## config.mk

```make
export PLATFORM = sky130hd
export DESIGN_NAME = rx_buffer
export DESIGN_NICKNAME = d
export VERILOG_FILES = /design/src/rtl/rx_buffer_pkg.sv /design/src/rtl/rx_buffer_fifo_sync.sv /design/src/rtl/rx_buffer.sv
export SDC_FILE = /design/constraint.sdc
export NUM_CORES = 1
export LEC_CHECK = 0
export ABC_AREA = 0
export CAP_MARGIN = 0
export CORE_AREA = 8 8 142 144
export DETAILED_ROUTE_END_ITERATION = 7
export DIE_AREA = 0 0 150 152
export MAX_ROUTING_LAYER = met4
export PLACE_DENSITY_LB_ADDON = 0.25
export SLEW_MARGIN = 20
export SYNTH_ARGS = -nofsm -noshare
export SYNTH_HDL_FRONTEND = slang
export SYNTH_SLANG_ARGS = --single-unit
```

## constraint.sdc

```tcl
create_clock -name clk -period 3.4 [get_ports clk]
set_clock_uncertainty 0.15 [all_clocks]
set_input_delay 0.34 -clock clk [delete_from_list [all_inputs] [get_ports clk]]
set_output_delay 0.34 -clock clk [all_outputs]
set_load 0.03 [all_outputs]
```

## src/rtl/rx_buffer_pkg.sv

```systemverilog
// rtl/rx_buffer_pkg.sv - shared types and constants for rx_buffer (RX_BUFFER_CRLF_EN adds LF insertion)
package rx_buffer_pkg;

  typedef enum logic [1:0] {
    IDLE      = 2'd0,
    WAIT_BUSY = 2'd1,
    WAIT_DONE = 2'd2,
    SEND_LF   = 2'd3
  } state_t;

  localparam logic [7:0] CHAR_CR = 8'h0D;
  localparam logic [7:0] CHAR_LF = 8'h0A;

endpackage

```

## src/rtl/rx_buffer_fifo_sync.sv

```systemverilog
// rtl/rx_buffer_fifo_sync.sv - circular byte FIFO with count, full and empty
module fifo_sync #(
  parameter int DEPTH_LOG2 = 4,
  parameter int WIDTH      = 8
) (
  input  logic                  clk,
  input  logic                  rstn,
  input  logic                  push,
  input  logic                  pop,
  input  logic [WIDTH-1:0]      wdata,
  output logic [WIDTH-1:0]      rdata,
  output logic [DEPTH_LOG2:0]   count,
  output logic                  full,
  output logic                  empty
);

  localparam int DEPTH = 1 << DEPTH_LOG2;

  logic [WIDTH-1:0]      mem [DEPTH];
  logic [DEPTH_LOG2-1:0] wr_ptr;
  logic [DEPTH_LOG2-1:0] rd_ptr;
  logic                  do_push;
  logic                  do_pop;

  // A pop needs a byte present at the start of the cycle; a push into a
  // full FIFO is only taken when the same edge frees a slot.
  assign do_pop  = pop && !empty;
  assign do_push = push && (!full || do_pop);

  assign full  = (count == (DEPTH_LOG2 + 1)'(DEPTH));
  assign empty = (count == '0);
  assign rdata = mem[rd_ptr];

  // Storage array: written only when a push is accepted.
  always_ff @(posedge clk) begin
    if (do_push) begin
      mem[wr_ptr] <= wdata;
    end
  end

  // Pointers wrap naturally at DEPTH; count moves on the same edge.
  always_ff @(posedge clk or negedge rstn) begin
    if (!rstn) begin
      wr_ptr <= '0;
      rd_ptr <= '0;
      count  <= '0;
    end else begin
      if (do_push) wr_ptr <= wr_ptr + 1'b1;
      if (do_pop)  rd_ptr <= rd_ptr + 1'b1;
      case ({do_push, do_pop})
        2'b10:   count <= count + 1'b1;
        2'b01:   count <= count - 1'b1;
        default: count <= count;
      endcase
    end
  end

endmodule

```

## src/rtl/rx_buffer.sv

```systemverilog
// rtl/rx_buffer.sv - uart_rx to uart_tx echo buffer; RX_BUFFER_CRLF_EN sends LF after each CR
module rx_buffer
  import rx_buffer_pkg::*;
#(
  parameter int DEPTH_LOG2 = 4
) (
  input  logic                clk,
  input  logic                rstn,
  input  logic                rcv,
  input  logic [7:0]          data_in,
  input  logic                tx_ready,
  output logic                tx_start,
  output logic [7:0]          tx_data,
  output logic [DEPTH_LOG2:0] count,
  output logic                full,
  output logic                empty,
  output logic                overflow
);

  state_t     state;
  state_t     state_next;
  logic       tx_start_next;
  logic [7:0] tx_data_next;
  logic       pop;
  logic [7:0] rdata;

  fifo_sync #(
    .DEPTH_LOG2(DEPTH_LOG2),
    .WIDTH     (8)
  ) u_fifo (
    .clk  (clk),
    .rstn (rstn),
    .push (rcv),
    .pop  (pop),
    .wdata(data_in),
    .rdata(rdata),
    .count(count),
    .full (full),
    .empty(empty)
  );

  // Transmit sequencer: one start per uart_tx frame, waiting for the
  // transmitter to go busy and then idle again before the next byte.
  always_comb begin
    state_next    = state;
    tx_start_next = 1'b0;
    tx_data_next  = tx_data;
    pop           = 1'b0;
    case (state)
      IDLE: begin
        if (!empty && tx_ready) begin
          pop           = 1'b1;
          tx_start_next = 1'b1;
          tx_data_next  = rdata;
          state_next    = WAIT_BUSY;
        end
      end
      WAIT_BUSY: begin
        if (!tx_ready) state_next = WAIT_DONE;
      end
      WAIT_DONE: begin
        if (tx_ready) begin
`ifdef RX_BUFFER_CRLF_EN
          state_next = (tx_data == CHAR_CR) ? SEND_LF : IDLE;
`else
          state_next = IDLE;
`endif
        end
      end
`ifdef RX_BUFFER_CRLF_EN
      SEND_LF: begin
        // The inserted LF is not taken from the FIFO; tx_data then holds
        // LF, so a following CR check cannot loop back here.
        if (tx_ready) begin
          tx_start_next = 1'b1;
          tx_data_next  = CHAR_LF;
          state_next    = WAIT_BUSY;
        end
      end
`endif
      default: state_next = IDLE;
    endcase
  end

  // State and transmit registers; reset cancels any pending start at once.
  always_ff @(posedge clk or negedge rstn) begin
    if (!rstn) begin
      state    <= IDLE;
      tx_start <= 1'b0;
      tx_data  <= 8'h00;
    end else begin
      state    <= state_next;
      tx_start <= tx_start_next;
      tx_data  <= tx_data_next;
    end
  end

  // Sticky drop flag: a byte arrived while full and nothing left this cycle.
  always_ff @(posedge clk or negedge rstn) begin
    if (!rstn) begin
      overflow <= 1'b0;
    end else if (rcv && full && !pop) begin
      overflow <= 1'b1;
    end
  end

endmodule

```

==> summary.md, run 1 <==
| Metric | Value |
|---|---|
| Final Setup Violations | `0` |
| Most frequent cells in the layout | `128 x edfxtp_1, 28 x clkdlybuf4s50_1, 24 x dfrtp_1, 23 x buf_4, 19 x mux4_2` |
| Initial antenna violation count | `0` |
| Met1 Use GR | `13.8%` |
| Total CTS buffers | `17` |
| DRC Markers | `0` |
| Layout cells sized above 1 | `20.8%` |
| Period minus WS final | `2790 ps` |
| DP HPWL | `7840 microns` |
| Iter 0 DRT Violations | `196` |
| RSZ-0062 raised after global routing | `no` |
| Class of the worst hold path | `input port to async pin` |
| Crit Reg-Reg Endpoint | `u_fifo.count[4]` |
| Clock-pin slew on the worst setup and hold paths | `60 ps` |
| CTS H-tree lvls | `4` |
| Final antenna-violating net count | `0` |
| Clk root buf | `clkbuf_16` |
| Commonest non-fill, non-tap cell in the layout | `edfxtp_1` |
| Core Region | `17800 sq um` |
| Total nets after synthesis | `341` |
| FILL cells | `1591` |
| Io pins | `29` |
| Via count | `3074` |
| Hold_buf cts | `0` |
| Register area share after synthesis | `72.6%` |
| Clk_lat worst skew | `410 ps` |
| Die Height | `152 microns` |
| Reg2reg setup slack | `680 ps` |
| Worst setup startpoint | `u_fifo.count[3]` |
| Origin of the critical flop-to-flop path | `u_fifo.count[3]` |
| Critical Path RT | `2910 ps` |
| Static Leak | `2.50 nW` |
| Busiest grt layer | `met2` |
| Yosys warnings | `0` |
| Final Routed Wirelength | `12100 microns` |
| Arrival time at the worst endpoint | `2300 ps` |
| Gr usage total | `11.6%` |
| Final Hold Vio Count | `0` |
| Mapped Area | `6160 sq um` |
| Initial Util | `34.6%` |
| M2 GR Usage | `18.6%` |
| ANT cells | `0` |
| Vias per inst | `4.97` |
| Slew headroom | `46.4%` |
| Startpoint types | `register` |
| Worst reg2reg path depth | `10` |
| GR Overflow Total | `0` |
| Mapped Cells | `321` |
| Critical path peak fanout | `6` |
| F_max | `0.359 GHz` |
| Largest net degree at the start of global routing | `34` |
| Rows | `49` |
| Met3 GRT Util | `2.85%` |
| Tightest Pin Transition | `801 ps` |
| Multi-input gate area | `1570 sq um` |
| Post-CTS setup buffers | `0` |
| Chip Width | `150 microns` |
| Outcome | `completed` |
| CTS tree | `built` |
| Die area | `22800 sq um` |
| NumNets Final | `396` |
| FF+latch area | `4470 sq um` |
| Final setup TNS | `0 ps` |
| Number of non-filler instances in the completed layout | `618` |
| Longest Clk Path Bufs | `2` |
| Post-synth cell types | `35` |
| Crit share post-route | `82.0%` |
| IO buf count | `28` |
| Vias in the first global route | `3303` |
| FF+latch count, synth | `153` |
| Placed cells | `586` |
| Placer's final routability congestion estimate | `0.728` |
| First-pass GRT wire length | `19000 microns` |
| Critical Path End Type | `primary output` |
| # clock sinks | `153` |
| Drt wl/cell | `19.6 microns` |
| Max VDD drop | `427 uV` |
| Avg Inst Size Synth | `19.2 sq um` |
| PwrDens | `819 nW/um^2` |
| Final Slew Violations | `0` |
| Iteration count of the initial detailed-routing pass | `4` |
| Layout area overhead | `18.9%` |
| Setup CP Type | `register to primary output` |
| Post-cts resize count | `0` |
| Max_cap viols | `0` |
## kinds of logic after synthesis
logic type	count (synthesis)	synth area share, %
buffers and inverters	24	1.97
AND/OR/NAND/NOR	41	3.50
AO/OA/AOI/OAI	40	4.17
flip-flops	153	72.6
XOR/XNOR	14	1.99
adder cells (fa/ha/maj)	8	1.63
multiplexers	41	14.1
## worst max-delay path by stage
stage	endpoint	cells past startpoint
floorplan	u_fifo.count[2]	11
global placement	u_fifo.count[4]	11
detailed placement	u_fifo.count[4]	11
CTS	empty	3
global route	u_fifo.count[4]	10
finish	empty	3
## Yosys cell counts
cell type	count	area [sq um]
or2_2	1	6.26
nand4_1	2	12.5
a21oi_2	1	8.76
nor4_4	1	21.3
inv_1	8	30.0
a32oi_1	1	8.76
mux4_2	19	428
a31o_2	1	8.76
ha_1	8	100
buf_2	4	20.0
and2_1	2	12.5
o21ai_0	4	20.0
a22oi_1	1	7.51
clkbuf_1	5	18.8
mux4_1	13	342
nand2_1	9	33.8
a21oi_1	13	65.1
buf_6	3	33.8
o31ai_1	1	7.51
nor2b_1	1	6.26
xor2_1	6	52.6
nor3_1	5	25.0
buf_4	1	7.51
dfrtp_1	25	626
or3b_1	1	8.76
buf_1	3	11.3
nand2b_1	3	18.8
nor2_1	14	52.6
o22ai_1	16	100
a211o_1	1	8.76
a31oi_4	1	21.3
xnor2_1	8	70.1
and3b_1	2	17.5
mux2_2	9	101
edfxtp_1	128	3840
## flip-flops by register name, indices dropped and copies added, names as in the netlist
register / cells
overflow: 1
state: 2
tx_data: 8
tx_start: 1
u_fifo.count: 5
u_fifo.mem: 128
u_fifo.rd_ptr: 4
u_fifo.wr_ptr: 4
## report_power, final
part	total [mW]	switching, mW	internal, mW	leakage [nW]
sequential	2.61	0.283	2.33	1.45
clock	1.59	0.678	0.910	0.235
combinational	1.80	0.921	0.875	0.816
total	6.00	1.88	4.12	2.50
## routing by layer
layer  routed length, microns  vias up
li1                         -     1398
met1                     5310     1608
met2                     6200       59
met3                      461        9
met4                      176        0
met5                        0        -
## through the flow
stage	hold WS, ps	util, %	setup WS, ps	cell area, sq um	power (mW)
after floorplan	-106	-	578	6160	3.86
after global placement	300	38.4	319	6830	4.46
after detailed placement	307	38.4	262	6830	4.50
after CTS	252	41.2	563	7320	6.09
after global routing	315	41.2	400	7320	6.32
final	244	41.2	612	7320	6.00
## worst max-delay path: stages (launching register included)
cell             delay (ps)
dfrtp_1                 470
nor4_4                  520
and2_1                  220
clkdlybuf4s50_1         680
## area by class of cell
type	count	share of cell area, %
timing repair buffer	52	6.46
inverter	8	0.410
clock inverter	12	0.820
multi-input combinational	144	21.4
sequential	153	61.1
clock buffer	20	5.96
tap	229	3.91
Power figures use the tool's default switching activity.
==> inputs of run 2 (changes only) <==
==> constraint.sdc (replaced) <==
create_clock -name clk -period 2.61 [get_ports clk]
set_clock_uncertainty 0.15 [all_clocks]
set_input_delay 0.261 -clock clk [delete_from_list [all_inputs] [get_ports clk]]
set_output_delay 0.261 -clock clk [all_outputs]
set_load 0.03 [all_outputs]
==> run 2 against run 1 <==
Effect of this change: non-clock buffer count increased by 17; via count increased by 0.85%; register-to-register slack got worse by 540 ps; power increased by 40%; clock power increased by 62%; sequential share of layout area decreased by 2.1 points; combinational power increased by 39%; first-iteration DRC count increased by 13%; global-route usage increased by 0.20 points; setup slack got worse by 470 ps; count of clock-buffer cells in the layout decreased by 2; hold slack got worse by 170 ps.
==> summary.md, run 2 (synthesized netlist as in run 1, its figures left out) <==
| Metric | Value |
|---|---|
| Outcome | `completed` |
| Crit path buffers/inverters | `1` |
| Hold slack | `69.4 ps` |
| Critical Path End Type | `register` |
| IO buf count | `28` |
| CP Cell Sequence | `or3b_1 -> a31oi_4 -> inv_2 -> ha_4 -> xor2_1 -> ha_2 -> and3b_1 -> o21ai_1 -> a21oi_1 -> xnor2_1` |
| # clock sinks | `153` |
| Crit-path leading delay family | `simple AND/OR/NAND/NOR gates` |
| Design Area, Final | `7590 sq um` |
| Io pins | `29` |
| CTS H-tree lvls | `4` |
| Die area | `22800 sq um` |
| Max reg flops | `128` |
| Max VDD drop | `625 uV` |
| Static Leak | `2.65 nW` |
| Final Hold Vio Count | `0` |
| Crit Reg-Reg Endpoint | `u_fifo.count[4]` |
| First-pass GRT wire length | `19300 microns` |
| Initial Util | `34.6%` |
| PwrDens | `1110 nW/um^2` |
| DRC Markers | `0` |
| Vias in the first global route | `3349` |
| GR Overflow Total | `0` |
| F_max | `0.406 GHz` |
| Clock-pin slew on the worst setup and hold paths | `60 ps` |
| ANT cells | `0` |
| Final Setup Violations | `0` |
| Iteration count of the initial detailed-routing pass | `4` |
| Most flops, register | `u_fifo.mem` |
| Max_cap viols | `0` |
| Drt wl/cell | `19.2 microns` |
| Reg2reg setup slack | `140 ps` |
| Longest Clk Path Bufs | `2` |
| Clk root buf | `clkbuf_16` |
| Number of non-filler instances in the completed layout | `635` |
| Commonest non-fill, non-tap cell in the layout | `edfxtp_1` |
| Vias per inst | `4.88` |
| Layout area overhead | `23.4%` |
| Crit share post-route | `94.5%` |
| Critical path peak fanout | `3` |
| Final Slew Violations | `0` |
| Via count | `3100` |
| RSZ-0062 raised after global routing | `no` |
| Hold_buf cts | `0` |
| Startpoint types | `register` |
| Tightest Pin Transition | `599 ps` |
| Core Region | `17800 sq um` |
| Rows | `49` |
| Clk_lat worst skew | `420 ps` |
| FILL cells | `1576` |
| Largest net degree at the start of global routing | `27` |
| Arrival time at the worst endpoint | `2650 ps` |
| Final Routed Wirelength | `12200 microns` |
| Final core occ | `42.7%` |
| Most frequent cells in the layout | `128 x edfxtp_1, 40 x buf_4, 26 x clkdlybuf4s50_1, 21 x dfrtp_1, 19 x mux4_2` |
| Setup CP Type | `register to register` |
| Chip Width | `150 microns` |
| Final antenna-violating net count | `0` |
| Placer's final routability congestion estimate | `0.775` |
| DP HPWL | `8180 microns` |
| Gr usage total | `11.8%` |
| Largest registers | `u_fifo.mem (128), tx_data (8), u_fifo.count (5)` |
| CP max stage delay | `480 ps` |
| Class of the worst hold path | `input port to async pin` |
| Layout cells sized above 1 | `27.3%` |
| NumNets Final | `413` |
| CTS tree | `built` |
| Slew headroom | `59.9%` |
| Initial antenna violation count | `0` |
| Critical Path RT | `2790 ps` |
| CP max stage cell | `or3b_1` |
| Iter 0 DRT Violations | `222` |
| Period minus WS final | `2470 ps` |
| Total CTS buffers | `17` |
| Placed cells | `602` |
| Worst reg2reg path depth | `10` |
| Post-Place Cell Area | `6970 sq um` |
| Origin of the critical flop-to-flop path | `state[1]` |
| Die Height | `152 microns` |
## run 2: timing repair
item,CTS,global route
hold endpoints to repair,0,0
resized for setup,2,0
setup endpoints to repair,2,2
pin swaps,0,1
buffers inserted,0,1
## run 2: cell type report
type                       instances  area [sq um]  area share (%)
clock buffer                      18           429            5.65
multi-input combinational        144          1580            20.9
clock inverter                    14           193            2.54
sequential                       153          4470            58.9
timing repair buffer              69           598            7.87
inverter                           8          30.0           0.395
tap                              229           287            3.77
## run 2: metrics by stage
stage	total power [mW]	setup WS [ps]	setup TNS, ps
3_5_place_dp	5.95	-184	-381
2_1_floorplan	5.05	20.1	0
6_report	8.43	144	0
3_3_place_gp	5.90	-141	-281
4_1_cts	8.54	87.0	0
5_1_grt	8.88	26.9	0
## run 2: where the power goes
group          internal, mW  switching, mW
clock                  1.61          0.968
combinational          1.21           1.30
sequential             3.04          0.299
## run 2: worst reg2reg max path, cell delays in order, from the launching register on
cell and delay [ps]:
dfrtp_1 400, or3b_1 480, a31oi_4 230, inv_2 80
ha_4 160, xor2_1 130, ha_2 220, and3b_1 160
o21ai_1 60, a21oi_1 190, xnor2_1 140
## run 2: worst max-delay path by stage
| stage | start | end | slack, ps | depth (start not counted) |
|---|---|---|---|---|
| 2_1_floorplan | u_fifo.count[3] | u_fifo.count[4] | 20 | 11 |
| 3_3_place_gp | tx_ready | u_fifo.count[4] | -140 | 11 |
| 3_5_place_dp | tx_ready | u_fifo.count[4] | -180 | 11 |
| 4_1_cts | u_fifo.count[3] | full | 90 | 4 |
| 5_1_grt | state[1] | u_fifo.count[4] | 30 | 10 |
| 6_report | state[1] | u_fifo.count[4] | 140 | 10 |
## run 2: metal layers
layer / global-route usage, % / vias up / part of all wire [%]
li1: - / 1440 / -
met1: 14.4 / 1592 / 45
met2: 18.4 / 56 / 50
met3: 3.30 / 12 / 3.9
met4: 4.67 / 0 / 1.4
met5: - / - / 0
==> inputs of run 3 (changes only) <==
--- a/config.mk
+++ b/config.mk
@@ -5,7 +5,6 @@
 export SDC_FILE = /design/constraint.sdc
 export NUM_CORES = 1
 export LEC_CHECK = 0
-export ABC_AREA = 0
 export CAP_MARGIN = 0
 export CORE_AREA = 8 8 142 144
 export DETAILED_ROUTE_END_ITERATION = 7
==> results of run 3 <==
No change in the layout: final DEF, timing and power equal those of run 2.
